$ cat config.mk
export PLATFORM = sky130hd
export DESIGN_NAME = video_sequencer
export DESIGN_NICKNAME = d
export VERILOG_FILES = /design/src/rtl/video_sequencer_pkg.sv /design/src/rtl/video_timing.sv /design/src/rtl/video_sequencer.sv
export SDC_FILE = /design/constraint.sdc
export NUM_CORES = 1
export LEC_CHECK = 0
export BUFFER_PORTS_ARGS = -buffer_cell sky130_fd_sc_hd__buf_2
export CAP_MARGIN = 10
export CORE_UTILIZATION = 40
export DETAILED_ROUTE_END_ITERATION = 10
export GPL_TIMING_DRIVEN = 1
export PLACE_DENSITY = 0.75
export SETUP_SLACK_MARGIN = 0.1
export SLEW_MARGIN = 20
export SYNTH_ARGS = -nofsm -noshare
export SYNTH_HDL_FRONTEND = slang
export SYNTH_SLANG_ARGS = --single-unit
$ cat constraint.sdc
create_clock -name clk -period 4.9 [get_ports clk]
set_input_delay 0 -clock clk [delete_from_list [all_inputs] [get_ports clk]]
set_output_delay 0 -clock clk [all_outputs]
set_load 0.05 [all_outputs]
$ cat src/rtl/video_sequencer_pkg.sv
// ---------------------------------------------------------------------------
// video_sequencer_pkg
// Shared definitions for the composite video sequencer: analogue level
// encodings, the horizontal line FSM state enum and the default line/field
// timing constants (in clocks of the 16x subcarrier clock).
// No ports; imported by video_timing and video_sequencer.
// ---------------------------------------------------------------------------
package video_sequencer_pkg;

    // Level code handed to the synthesizer.
    typedef enum logic [1:0] {
        LVL_SYNC   = 2'b00,
        LVL_BLANK  = 2'b01,
        LVL_BURST  = 2'b10,
        LVL_ACTIVE = 2'b11
    } level_e;

    // Horizontal line phases, in the order they occur along a line.
    typedef enum logic [2:0] {
        ST_SYNC,
        ST_BREEZE,
        ST_BURST,
        ST_BACKPORCH,
        ST_ACTIVE,
        ST_FRONTPORCH
    } hstate_e;

    localparam int          DEF_H_TOTAL      = 3640;
    localparam int          DEF_H_SYNC       = 269;
    localparam int          DEF_BURST_START  = 305;
    localparam int          DEF_BURST_LEN    = 144;
    localparam int          DEF_ACTIVE_START = 601;
    localparam int          DEF_ACTIVE_LEN   = 2992;
    localparam int          DEF_V_TOTAL      = 262;
    localparam int          DEF_V_SYNC_FIRST = 3;
    localparam int          DEF_V_SYNC_LAST  = 5;
    localparam int          DEF_PIX_DIV      = 16;
    localparam int          DEF_PHASE_INC    = 16;
    localparam logic [7:0]  DEF_BLACK        = 8'h00;

    // Level produced by each line phase on an ordinary (non vertical-sync) line.
    function automatic level_e state_level(input hstate_e s);
        case (s)
            ST_SYNC:   return LVL_SYNC;
            ST_BURST:  return LVL_BURST;
            ST_ACTIVE: return LVL_ACTIVE;
            default:   return LVL_BLANK;
        endcase
    endfunction

endpackage

$ cat src/rtl/video_timing.sv
// ---------------------------------------------------------------------------
// video_timing
// Line/field position counters and the horizontal line FSM. Produces the
// registered level code, which lags h_count/v_count by one clock.
//
// Ports
//   clk, reset      : clock, asynchronous active-high reset
//   enable          : counters run when high; low holds them at 0, level BLANK
//   h_count[11:0]   : position within the line
//   v_count[8:0]    : line within the field
//   level[1:0]      : registered level code for the previous h_count
//   active_next     : level about to be registered is ACTIVE (aligns pixel
//                     fetch strobes in the top with level)
//   field_wrap      : this clock moves v_count from V_TOTAL-1 to 0
// ---------------------------------------------------------------------------
module video_timing
    import video_sequencer_pkg::*;
#(
    parameter int H_TOTAL      = DEF_H_TOTAL,
    parameter int H_SYNC       = DEF_H_SYNC,
    parameter int BURST_START  = DEF_BURST_START,
    parameter int BURST_LEN    = DEF_BURST_LEN,
    parameter int ACTIVE_START = DEF_ACTIVE_START,
    parameter int ACTIVE_LEN   = DEF_ACTIVE_LEN,
    parameter int V_TOTAL      = DEF_V_TOTAL,
    parameter int V_SYNC_FIRST = DEF_V_SYNC_FIRST,
    parameter int V_SYNC_LAST  = DEF_V_SYNC_LAST
) (
    input  logic        clk,
    input  logic        reset,
    input  logic        enable,
    output logic [11:0] h_count,
    output logic [8:0]  v_count,
    output logic [1:0]  level,
    output logic        active_next,
    output logic        field_wrap
);

    localparam logic [11:0] H_LAST     = 12'(H_TOTAL - 1);
    localparam logic [11:0] H_SYNC_END = 12'(H_SYNC);
    localparam logic [11:0] BURST_BEG  = 12'(BURST_START);
    localparam logic [11:0] BURST_END  = 12'(BURST_START + BURST_LEN);
    localparam logic [11:0] ACT_BEG    = 12'(ACTIVE_START);
    localparam logic [11:0] ACT_END    = 12'(ACTIVE_START + ACTIVE_LEN);
    // Vertical sync lines use broad pulses: sync for the first half-line
    // minus a normal sync width.
    localparam logic [11:0] VSYNC_TIP  = 12'(H_TOTAL / 2 - H_SYNC);
    localparam logic [8:0]  V_LAST     = 9'(V_TOTAL - 1);
    localparam logic [8:0]  V_SYNC_LO  = 9'(V_SYNC_FIRST);
    localparam logic [8:0]  V_SYNC_HI  = 9'(V_SYNC_LAST);

    logic [11:0] h_count_q, h_count_d;
    logic [8:0]  v_count_q, v_count_d;
    hstate_e     state_q, state_d;
    level_e      level_q, level_d;
    logic        line_end;
    logic        vsync_line;

    always_comb begin
        line_end   = (h_count_q == H_LAST);
        field_wrap = enable && line_end && (v_count_q == V_LAST);
        vsync_line = (v_count_q >= V_SYNC_LO) && (v_count_q <= V_SYNC_HI);

        h_count_d = 12'd0;
        v_count_d = 9'd0;
        if (enable) begin
            h_count_d = line_end ? 12'd0 : h_count_q + 12'd1;
            v_count_d = v_count_q;
            if (line_end) begin
                v_count_d = (v_count_q == V_LAST) ? 9'd0 : v_count_q + 9'd1;
            end
        end

        // Line phase entered at the current h_count.
        state_d = state_q;
        if (!enable)                     state_d = ST_SYNC;
        else if (h_count_q == 12'd0)     state_d = ST_SYNC;
        else if (h_count_q == H_SYNC_END) state_d = ST_BREEZE;
        else if (h_count_q == BURST_BEG) state_d = ST_BURST;
        else if (h_count_q == BURST_END) state_d = ST_BACKPORCH;
        else if (h_count_q == ACT_BEG)   state_d = ST_ACTIVE;
        else if (h_count_q == ACT_END)   state_d = ST_FRONTPORCH;

        level_d = state_level(state_d);
        if (!enable) begin
            level_d = LVL_BLANK;
        end else if (vsync_line) begin
            level_d = (h_count_q < VSYNC_TIP) ? LVL_SYNC : LVL_BLANK;
        end

        active_next = (level_d == LVL_ACTIVE);
    end

    always_ff @(posedge clk or posedge reset) begin
        if (reset) begin
            h_count_q <= 12'd0;
            v_count_q <= 9'd0;
            state_q   <= ST_SYNC;
            level_q   <= LVL_BLANK;
        end else begin
            h_count_q <= h_count_d;
            v_count_q <= v_count_d;
            state_q   <= state_d;
            level_q   <= level_d;
        end
    end

    assign h_count = h_count_q;
    assign v_count = v_count_q;
    assign level   = level_q;

endmodule

$ cat src/rtl/video_sequencer.sv
// ---------------------------------------------------------------------------
// video_sequencer
// Composite video sequencer: line/field timing (video_timing), pixel fetch
// from an external pixel source, colour hold per pixel, underrun detection
// and the free-running colour subcarrier phase accumulator.
//
// Ports
//   clk             : sole clock, 16x subcarrier
//   reset           : asynchronous, active-high
//   enable          : sequencing runs when high
//   pattern_sel     : (TEST_PATTERN_EN builds only) selects colour bars
//   pix_data[7:0]   : colour number from pixel source
//   pix_valid       : pix_data valid in the pix_req cycle
//   pix_req         : one-cycle pixel fetch strobe
//   colourNum[7:0]  : colour index to synthesizer
//   phase[7:0]      : subcarrier phase
//   level[1:0]      : 00 SYNC, 01 BLANK, 10 BURST, 11 ACTIVE
//   h_count[11:0], v_count[8:0] : current position
//   underrun        : sticky missed-pixel flag, cleared at field wrap
//
// Build option: define TEST_PATTERN_EN to add pattern_sel and an internal
// eight-bar colour pattern generator.
// ---------------------------------------------------------------------------
module video_sequencer
    import video_sequencer_pkg::*;
#(
    parameter int         H_TOTAL      = DEF_H_TOTAL,
    parameter int         H_SYNC       = DEF_H_SYNC,
    parameter int         BURST_START  = DEF_BURST_START,
    parameter int         BURST_LEN    = DEF_BURST_LEN,
    parameter int         ACTIVE_START = DEF_ACTIVE_START,
    parameter int         ACTIVE_LEN   = DEF_ACTIVE_LEN,
    parameter int         V_TOTAL      = DEF_V_TOTAL,
    parameter int         V_SYNC_FIRST = DEF_V_SYNC_FIRST,
    parameter int         V_SYNC_LAST  = DEF_V_SYNC_LAST,
    parameter int         PIX_DIV      = DEF_PIX_DIV,
    parameter int         PHASE_INC    = DEF_PHASE_INC,
    parameter logic [7:0] BLACK        = DEF_BLACK
) (
    input  logic        clk,
    input  logic        reset,
    input  logic        enable,
`ifdef TEST_PATTERN_EN
    input  logic        pattern_sel,
`endif
    input  logic [7:0]  pix_data,
    input  logic        pix_valid,
    output logic        pix_req,
    output logic [7:0]  colourNum,
    output logic [7:0]  phase,
    output logic [1:0]  level,
    output logic [11:0] h_count,
    output logic [8:0]  v_count,
    output logic        underrun
);

    localparam logic [11:0] ACT_BEG   = 12'(ACTIVE_START);
    localparam logic [11:0] PIX_DIV_C = 12'(PIX_DIV);
    localparam logic [7:0]  PHASE_STEP = 8'(PHASE_INC);
`ifdef TEST_PATTERN_EN
    localparam logic [11:0] BAR_W     = 12'(ACTIVE_LEN / 8);
`endif

    logic        active_next;
    logic        field_wrap;
    logic        pattern_on;
    logic [11:0] act_off;
    logic        fetch_slot;

    logic        pix_req_q, pix_req_d;
    logic [7:0]  colour_q, colour_d;
    logic [7:0]  phase_q, phase_d;
    logic        underrun_q, underrun_d;
`ifdef TEST_PATTERN_EN
    logic [11:0] bar_idx;
    logic [7:0]  bar_colour;
`endif

    video_timing #(
        .H_TOTAL      (H_TOTAL),
        .H_SYNC       (H_SYNC),
        .BURST_START  (BURST_START),
        .BURST_LEN    (BURST_LEN),
        .ACTIVE_START (ACTIVE_START),
        .ACTIVE_LEN   (ACTIVE_LEN),
        .V_TOTAL      (V_TOTAL),
        .V_SYNC_FIRST (V_SYNC_FIRST),
        .V_SYNC_LAST  (V_SYNC_LAST)
    ) u_timing (
        .clk         (clk),
        .reset       (reset),
        .enable      (enable),
        .h_count     (h_count),
        .v_count     (v_count),
        .level       (level),
        .active_next (active_next),
        .field_wrap  (field_wrap)
    );

`ifdef TEST_PATTERN_EN
    assign pattern_on = pattern_sel;
`else
    assign pattern_on = 1'b0;
`endif

    always_comb begin
        // Offset into the active region; only meaningful while active_next.
        act_off    = h_count - ACT_BEG;
        fetch_slot = active_next && ((act_off % PIX_DIV_C) == 12'd0);
        pix_req_d  = fetch_slot && !pattern_on;

        // Phase runs even while disabled so the subcarrier stays continuous.
        phase_d = phase_q + PHASE_STEP;

        // pix_req_q marks the cycle the source answers; the colour then holds
        // until the next fetch, and drops to black once level leaves ACTIVE.
        if (pix_req_q) begin
            colour_d = pix_valid ? pix_data : BLACK;
        end else if (level == LVL_ACTIVE) begin
            colour_d = colour_q;
        end else begin
            colour_d = BLACK;
        end

`ifdef TEST_PATTERN_EN
        bar_idx    = act_off / BAR_W;
        bar_colour = 8'(bar_idx << 3);
        if (pattern_on) begin
            colour_d = active_next ? bar_colour : BLACK;
        end
`endif

        // Set wins over the field-wrap clear.
        underrun_d = (pix_req_q && !pix_valid && !pattern_on) ||
                     (underrun_q && !field_wrap);
    end

    always_ff @(posedge clk or posedge reset) begin
        if (reset) begin
            pix_req_q  <= 1'b0;
            colour_q   <= BLACK;
            phase_q    <= 8'd0;
            underrun_q <= 1'b0;
        end else begin
            pix_req_q  <= pix_req_d;
            colour_q   <= colour_d;
            phase_q    <= phase_d;
            underrun_q <= underrun_d;
        end
    end

    assign pix_req   = pix_req_q;
    assign colourNum = colour_q;
    assign phase     = phase_q;
    assign underrun  = underrun_q;

endmodule

After elaboration in Yosys (flattened, before gate mapping)

Index checks and enable logic that the tools add are counted.

Input port bits: 12
Logic and storage cells: 59
Latch bits: 0
RAM bits: 0
Memory bits (read-only): 0
Memories kept: 0
Bits in registers: 44
Output and inout bits: 41

Reduce and logical (&&, ||, !) cells: 12
Multiplexer cells: 19
Shifts and indexed selects: 0
Divide/modulo/power cells: 0
Add/subtract/negate cells: 4
Magnitude comparators: 3
$mul: 0
Bitwise operators: 0
Equal/unequal tests: 13

Operator list:

| kind                    | number |
|---|---|
| $eq A12 B9 Y1 const B   | 3 |
| $mux W9                 | 3 |
| $eq A12 B12 Y1 const B  | 2 |
| $logic_not A12 Y1       | 2 |
| $mux W12                | 2 |
| $mux W8                 | 3 |
| $mux W3                 | 7 |
| $add A12 B1 Y12 const B | 1 |
| $eq A12 B10 Y1 const B  | 1 |
| $lt A12 B11 Y1 const B  | 1 |
| $add A9 B1 Y9 const B   | 1 |
| $eq A9 B9 Y1 const B    | 1 |
| $ge A9 B2 Y1 const B    | 1 |
| $le A9 B3 Y1 const B    | 1 |
| $add A8 B5 Y8 const B   | 1 |
| $logic_and A1 B1 Y1     | 6 |
| $pmux W2 S3             | 1 |
| $eq A2 B2 Y1 const B    | 2 |
| $mux W2                 | 2 |
| $sub A4 B4 Y4 const B   | 1 |
| $eq A3 B2 Y1 const B    | 1 |
| $eq A3 B3 Y1 const B    | 1 |
| $logic_not A3 Y1        | 1 |
| $logic_not A1 Y1        | 2 |
| 4 further kinds         | 4 |

Logic depth before layout (Yosys ltp)

Gate-level depths: netlist (run 1).

Word-level depth: 14
Depth in mapped cells: 8
Mapped depth without buffers: 8

Cells and area by module

A second synthesis (run 1) with hierarchy kept.

Cell total of the unflattened synthesis: 225
Area, all modules: 2,199.6 sq um

By module, submodules not included:

| module          | times used | seq. area each (sq um) | area each (sq um) | cells each |
|---|---|---|---|---|
| video_timing    | 1          | 651.9                  | 1,585.3           | 174 |
| video_sequencer | 1          | 350.3                  | 614.3             | 51 |

Worst setup path after synthesis (run 1)

No wires, ideal clock.

Path kind: flip-flop to flip-flop
From: register u_timing.v_count_q[6], in the netlist u_timing.v_count[6]
To: register pix_req_q, in the netlist pix_req
Cell stages (with the launch flop): 6
Data arrival time: 2,218 ps
Path buffers: 0
Clock period less this slack: 2,352 ps
Required time: 4,766 ps
Setup slack: 2,548 ps
Setup time: 134 ps
Path through: dfrtp_1 -> or4_1 -> or3_4 -> or4b_4 -> o311ai_2 -> nor4_2

Cells in the longest elaborated chain, start to end: 6
Elaborated cells between the ends (all ways): 7
Classes of those cells: order compare (2); eq/ne (1); mux (2); reduce/logical (2)

Ends and longest elaborated chain:

| item                                                | line                   | text |
|---|---|---|
| from (decl)                                         | video_timing.sv:53     | `logic [8:0] v_count_q, v_count_d;` |
| from (signal assigned)                              | video_timing.sv:102    | `v_count_q <= v_count_d;` |
| $ge A9 B2 Y1 / $le A9 B3 Y1 (equally long branches) | video_timing.sv:62     | `vsync_line = (v_count_q >= V_SYNC_LO) && (v_count_q <= V_SYNC_HI);` |
| $logic_and A1 B1 Y1 *                               | video_timing.sv:62     |  |
| $mux W2 *                                           | video_timing.sv:87     | `end else if (vsync_line) begin` |
| $mux W2 *                                           | video_timing.sv:85     | `if (!enable) begin` |
| $eq A2 B2 Y1 *                                      | video_timing.sv:91     | `active_next = (level_d == LVL_ACTIVE);` |
| $logic_and A1 B1 Y1 *                               | video_sequencer.sv:109 | `fetch_slot = active_next && ((act_off % PIX_DIV_C) == 12'd0);` |
| via fetch_slot                                      | video_sequencer.sv:68  | `logic fetch_slot;` |
| to (signal assigned)                                | video_sequencer.sv:145 | `pix_req_q <= pix_req_d;` |
| to (decl)                                           | video_sequencer.sv:70  | `logic pix_req_q, pix_req_d;` |

Mark *: on every way through the listed nets, which the timed path passes. The rest lies on a longest branch.
A chain may end at the register's enable or synchronous reset.

Worst setup path in the final report (run 1)

From: register u_timing.h_count_q[6], in the netlist u_timing.h_count[6]
To: register u_timing.v_count_q[6], in the netlist u_timing.v_count[6]

Cells in the longest elaborated chain, start to end: 2

Ends and longest elaborated chain:

| item                   | line                | text |
|---|---|---|
| from (decl)            | video_timing.sv:52  | `logic [11:0] h_count_q, h_count_d;` |
| from (signal assigned) | video_timing.sv:101 | `h_count_q <= h_count_d;` |
| $eq A12 B12 Y1         | video_timing.sv:60  | `line_end = (h_count_q == H_LAST);` |
| $ne A2 B1 Y1 (no line) | -                   |  |

No other way between the ends.

==> reports/qor.yml, run 1 <==
status: "finished clean"
r2r-start: "u_timing.h_count[6]$_DFF_PP0_"
numPortBuffers: 48
finalMaxSlewViolations: 0
r2r_end: "u_timing.v_count[6]$_DFFE_PP0P_"
min_from: "enable"
whs_path_depth: 2
fin_util: 0.513
worst_pin_slew_ps: 807
drt-vias-per-instance: 5.17
firstDrtPassIters: 4
regArea_um2: 1000
critPathMaxFanout: 16
numCtsBuffers: 5
syn_inst: 224
drive_above_1_share: 0.234
hold_viol_final: 0
placed_area_um2: 2440
drt_iter0_markers: 68
final_nets: 296
fill_cells: 466
slew_headroom: 0.448
clk_pin_slew_ps: 80
hold_slack_ps: 49.9
insertion_delay_ps: 300
wl_per_cell_um: 13.1
yosysWarnings: 0
numClockSinks: 40
initial_core_util: 0.420
h-tree-depth: 2
syn_area_um2: 2170
fin_crit_sh: 0.492
hp-class: "input port to flip-flop"
grt_max_degree: 41
grtUsageTotal: 0.173
cts_root_buf: "clkbuf_8"
syn_area_per_cell_um2: 9.71
layout.cells.most_common_list: "48 x buf_2, 39 x dfrtp_1, 26 x nor2_1, 16 x o21ai_0, 11 x nand2_1"
powerDensity_nw_per_um2: 252
multi_input_comb_area_um2: 1060
gr-total-overflow: 0
routabilityCongestion: 0.852
seq_area_frac_synth: 0.461
antenna_cells: 0
finalNonFillerCells: 348
vias: 1800
rsz0062_at_grt: "no"
peakVddDrop_v: 0.000108
period_minus_slack_ps: 2410
critPathLaunchType: "flip-flop"
reg2regPathDepth: 5
grt_pass1_vias: 1620
antenna_found_initial: 0
cts_buffer_depth: 2
synth_edf_count: 0
routed_wl_um: 4560
grt_pass1_wl_um: 7360
ant_nets: 0
dp.cells: 330
fp.dieW_um: 75.7
end_kind: "flip-flop"
dp_hpwl_um: 3220
cts_setup_buffers: 0
clock_skew_ps: 7.92
final_common_cell: "buf_2"
r2r_slack_ps: 2490
postCtsHoldBufs: 10
ios: 53
drc_errors: 0
areaGrowthSynthToFinish_pct: 21.9
synthArstFlopShare: 1.00
crit_type: "flip-flop to flip-flop"
min_delay_worst_endpoint: "u_timing.h_count[2]$_DFF_PP0_"
fmax_ghz: 0.415
yosysUniqueCellTypes: 51
worstPathArrival_ps: 2600
dieArea_um2: 5740
die_h_um: 75.7
setup_violations: 0
critPathRequiredTime_ps: 5090
ys.flop_type: "dfrtp_1"
finalInstanceArea_um2: 2650
ys_seq_elements: 40
fp-row-count: 26
core_um2: 5170
p_leak_nw: 1.37
finalSetupTns_ps: 0
tritoncts: "yes"
cap_violations: 0
ctsResizeCount: 0
[Yosys cell counts (4+ instances only)]
cell,number,area share
a21o_1,4,0.014
ha_1,7,0.040
xor2_1,7,0.028
buf_2,5,0.012
or4_1,4,0.014
xnor2_1,7,0.028
buf_4,4,0.014
nor2_1,26,0.045
and3_1,7,0.020
inv_1,10,0.017
o21ai_0,16,0.037
dfrtp_1,39,0.45
a22o_1,8,0.032
nand2b_1,4,0.012
nand2_1,11,0.019
clkbuf_1,7,0.012
nand3_1,7,0.016
[worst max-delay path by stage]
stage | end | from | cells after the start
after global routing | u_timing.v_count[3]$_DFFE_PP0P_ | u_timing.h_count[6]$_DFF_PP0_ | 5
after global placement | u_timing.v_count[6]$_DFFE_PP0P_ | u_timing.h_count[7]$_DFF_PP0_ | 5
after detailed placement | u_timing.v_count[6]$_DFFE_PP0P_ | u_timing.h_count[6]$_DFF_PP0_ | 5
after CTS | u_timing.v_count[6]$_DFFE_PP0P_ | u_timing.h_count[6]$_DFF_PP0_ | 5
after floorplan | pix_req$_DFF_PP0_ | u_timing.v_count[6]$_DFFE_PP0P_ | 5
final | u_timing.v_count[6]$_DFFE_PP0P_ | u_timing.h_count[6]$_DFF_PP0_ | 5
[state kept, by name, indices dropped and copies added (netlist names)]
| name | flops |
|---|---|
| u_timing.level | 2 |
| underrun | 1 |
| phase | 4 |
| u_timing.h_count | 12 |
| pix_req | 1 |
| colourNum | 8 |
| u_timing.v_count | 9 |
| u_timing.state_q | 3 |
[report_power, final]
group / switching (mW) / total, mW / internal, mW / leakage, nW
sequential: 0.00491 / 0.339 / 0.334 / 0.546
combinational: 0.0420 / 0.0628 / 0.0208 / 0.773
clock: 0.117 / 0.268 / 0.151 / 0.0541
[routing by layer]
metal,vias to the layer above,share of wire,global-route usage
met2,51,0.46,0.285
met1,846,0.48,0.216
li1,894,-,-
met5,-,0,0
met4,0,0.020,0.0720
met3,9,0.039,0.0437
[logic make-up after synthesis]
kind of cell             Yosys count  synth area share
AO/OA/AOI/OAI                     47             0.154
XOR/XNOR                          14            0.0564
flip-flops                        40             0.461
adder cells (fa/ha/maj)            7            0.0403
other                              1           0.00172
buffers and inverters             26            0.0547
AND/OR/NAND/NOR                   89             0.232
[layout make-up]
cell class | count | share of cell area
flip-flops and latches | 40 | 0.378
multi-input cells | 161 | 0.402
inverters | 10 | 0.0142
well taps | 70 | 0.0330
repair buffers | 59 | 0.131
clock inverters | 3 | 0.0160
clock buffers | 5 | 0.0260
[through the flow]
step | total power, mW | setup slack (ps)
floorplan | 0.389 | 2550
global placement | 0.401 | 2570
detailed placement | 0.402 | 2530
CTS | 0.677 | 2490
global route | 0.696 | 2170
finish | 0.669 | 2490
[critical path: stages (launching register included)]
cell and delay [ps]:
dfrtp_1 470, nand4bb_1 270, nor4_1 550, nand2b_1 570
o21ai_0 190, a21o_2 250
No activity file was read; power rests on OpenSTA's default activity.
==> inputs of run 2 (changes only) <==
Settings changed: ABC_AREA set to 1, PLACE_DENSITY 0.75 to 0.74.
Clock period 4.9 ns to 2.5 ns, I/O delays scaled along.
==> reports/qor.yml, run 2 <==
yosysUniqueCellTypes: 35  # -31%
critPathRequiredTime_ps: 2670  # -2420 ps
areaGrowthSynthToFinish_pct: 22.5
hp-class: "input port to flip-flop"
seqPwrFrac: 0.499  # -0.007
syn_inst: 275  # +23%
reg2regPathDepth: 9  # +4
power.switching_uw: 330  # +100%
dp_hpwl_um: 3580  # +11%
worstPathArrival_ps: 1990  # -610 ps
synth_xor_area_frac: 0.0315  # -0.0248
syn_area_per_cell_um2: 8.08  # -17%
ant_nets: 0  # unchanged
yosysWarnings: 0  # unchanged
tritoncts: "yes"
drive_above_1_share: 0.232  # -0.00167
cts_root_buf: "clkbuf_8"
powerDensity_nw_per_um2: 484  # +92%
fp-row-count: 26  # unchanged
clock_skew_ps: 12.1  # +4.13 ps
insertion_delay_ps: 300  # about the same
cap_violations: 0  # unchanged
numCtsBuffers: 5  # unchanged
r2r_slack_ps: 690  # -1800 ps
crit_type: "flip-flop to flip-flop"
syn_area_um2: 2220  # +2.1%
yosys-top-cells-count: "48 x nand2_1, 43 x inv_1, 39 x dfrtp_1"
h-tree-depth: 2  # unchanged
finalInstanceArea_um2: 2720  # +2.6%
synth_edf_count: 0  # unchanged
fin_crit_sh: 0.725  # +0.232
cp.depth: 9  # +4
routed_wl_um: 4910  # +7.5%
antenna_found_initial: 0  # unchanged
crit_family: "simple AND/OR/NAND/NOR gates"
p_leak_nw: 1.41  # +3.0%
power_switching_share: 0.250  # +0.00526
grt_pass1_vias: 1934  # +19%
synthMuxAreaShare: 0  # unchanged
grt_max_degree: 41  # unchanged
postCtsHoldBufs: 9  # -1
finalMaxSlewViolations: 0  # unchanged
antenna_cells: 0  # unchanged
synthArstFlopShare: 1.00  # unchanged
gr-total-overflow: 0  # unchanged
synthAdderAreaFrac: 0.0394  # -0.000840
hold_slack_ps: 18.8  # -31.0 ps
ys.flop_type: "dfrtp_1"
seq_area_frac_synth: 0.451  # -0.00961
layout.cells.most_common_list: "48 x nand2_1, 48 x buf_2, 43 x inv_1, 39 x dfrtp_1, 27 x nand3_1"
synth_top_cell_by_area: "dfrtp_1"
vias: 1947  # +8.2%
worstPathCellList: "nor2_4, inv_2, nor3_4, nand4_2, nand2_1, buf_4, inv_1, o21ai_0, a21oi_1"
synth_top_cell_area_share: 0.439  # -0.00936
critPathMaxFanout: 12  # -4
routabilityCongestion: 0.918  # +7.8%
placed_area_um2: 2510  # +3.0%
die_h_um: 76.5  # +1.0%
startpoint: "u_timing.h_count[7]$_DFF_PP0_"
drt-vias-per-instance: 4.80  # -7.3%
dieArea_um2: 5850  # +2.1%
wl_per_cell_um: 12.1  # -7.8%
synth_top_family_by_area: "simple AND/OR/NAND/NOR gates"
fp.dieW_um: 76.5  # +1.0%
p_int_uw: 988  # +96%
ys_seq_elements: 40  # unchanged
combPwrFrac: 0.090  # -0.004
multi_input_comb_area_um2: 985  # -7.5%
setup_violations: 0  # unchanged
total_power_mw: 1.32  # +97%
yosysMostFrequentCell: "nand2_1"
clk_pin_slew_ps: 80  # about the same
cts_buffer_depth: 2  # unchanged
numPortBuffers: 48  # unchanged
max_stage_delay_ps: 520  # -50 ps
grt_pass1_wl_um: 8510  # +16%
r2r_end: "u_timing.h_count[2]$_DFF_PP0_"
core_um2: 5240  # +1.3%
ios: 53  # unchanged
slowest_stage: "dfrtp_1"
synth-compound-area-share: 0.0975  # -0.0562
regArea_um2: 1000  # unchanged
drc_errors: 0  # unchanged
peakVddDrop_v: 0.000339  # +210%
rsz0062_at_grt: "no"
ctsResizeCount: 0  # unchanged
ys_top_cells_by_area: "dfrtp_1 44%, nand2_1 8.1%, inv_1 7.3%"
synth-simple-area-share: 0.268  # +0.0357
critPathLaunchType: "flip-flop"
status: "finished clean"
r2r-start: "u_timing.h_count[7]$_DFF_PP0_"
hold_viol_final: 0  # unchanged
final_nets: 354  # +20%
end_kind: "flip-flop"
numClockSinks: 40  # unchanged
power_frac_clock: 0.410  # +0.010
period_minus_slack_ps: 1810  # -601 ps
initial_core_util: 0.424  # +0.00362
crit_buf_inv: 3  # +3
fill_cells: 481  # +3.2%
largest_reg_flops: 12  # unchanged
firstDrtPassIters: 4  # unchanged
drt_iter0_markers: 96  # +41%
grtUsageTotal: 0.180  # +0.00720
fmax_ghz: 0.552  # +33%
finalSetupTns_ps: 0  # unchanged
cts_setup_buffers: 0  # unchanged
critPathCapture: "u_timing.h_count[2]$_DFF_PP0_"
[run 2: changes by cell type after synthesis, moves of 5 or more]
cell      previous run  this run
a22o_1               8         0
nand3_1              7        27
and3_1               7         2
inv_2                0         6
xnor2_1              7         2
inv_1               10        43
a21oi_1              3         8
nand2_1             11        48
clkbuf_1             7         1
[run 2: metrics by stage]
step                setup slack (ps)  cells   util
floorplan                        576    278      -
global placement                 733    389  0.480
detailed placement               703    389  0.480
CTS                              688    406  0.519
global route                     491    406  0.519
finish                           688    406  0.519
[run 2: power by group through the flow]
stage | combinational (mW) | sequential, mW | clock [mW]
2_1_floorplan | 0.0638 | 0.690 | 0
3_3_place_gp | 0.108 | 0.671 | 0
3_5_place_dp | 0.108 | 0.671 | 0
4_1_cts | 0.119 | 0.658 | 0.558
5_1_grt | 0.132 | 0.660 | 0.584
6_report | 0.119 | 0.658 | 0.541
[run 2: worst min-delay path by stage]
stage	endpoint	start	slack, ps	depth (start not counted)
after floorplan	colourNum[6]$_DFFE_PP0P_	pix_data[6]	150	2
after global placement	phase[5]$_DFF_PP0_	reset	150	3
after detailed placement	u_timing.v_count[2]$_DFFE_PP0P_	reset	150	3
after CTS	underrun$_DFF_PP0_	pix_valid	10	2
after global routing	underrun$_DFF_PP0_	pix_valid	20	2
final	underrun$_DFF_PP0_	pix_valid	20	2
[run 2: cell families after synthesis]
kind of cell,count (synthesis)
and+or+nand+nor,124
DFF,40
xor gates and xnor gates,8
other,1
adders and majority gates,7
AOI/OAI and AO/OA,37
buffers and inverters,58
[run 2: worst reg2reg max path: cells and delay by family (launching register included)]
family                 cells  cell delay (ps)
AOI/OAI and AO/OA          2              170
DFF                        1              520
and+or+nand+nor            4              600
buffers and inverters      3              400
[run 2: routing by layer]
metal,wire [um],up-vias,global-route usage
met4,77,0,0.0596
met3,183,9,0.0359
met2,2370,48,0.304
li1,-,989,-
met1,2280,901,0.229
met5,0,-,0
[run 2: layout make-up]
type,count,share of cell area
clock buffer,5,0.0253
clock inverter,3,0.0175
inverter,49,0.0676
multi-input combinational,180,0.362
sequential,40,0.368
tap,70,0.0322
timing repair buffer,59,0.127
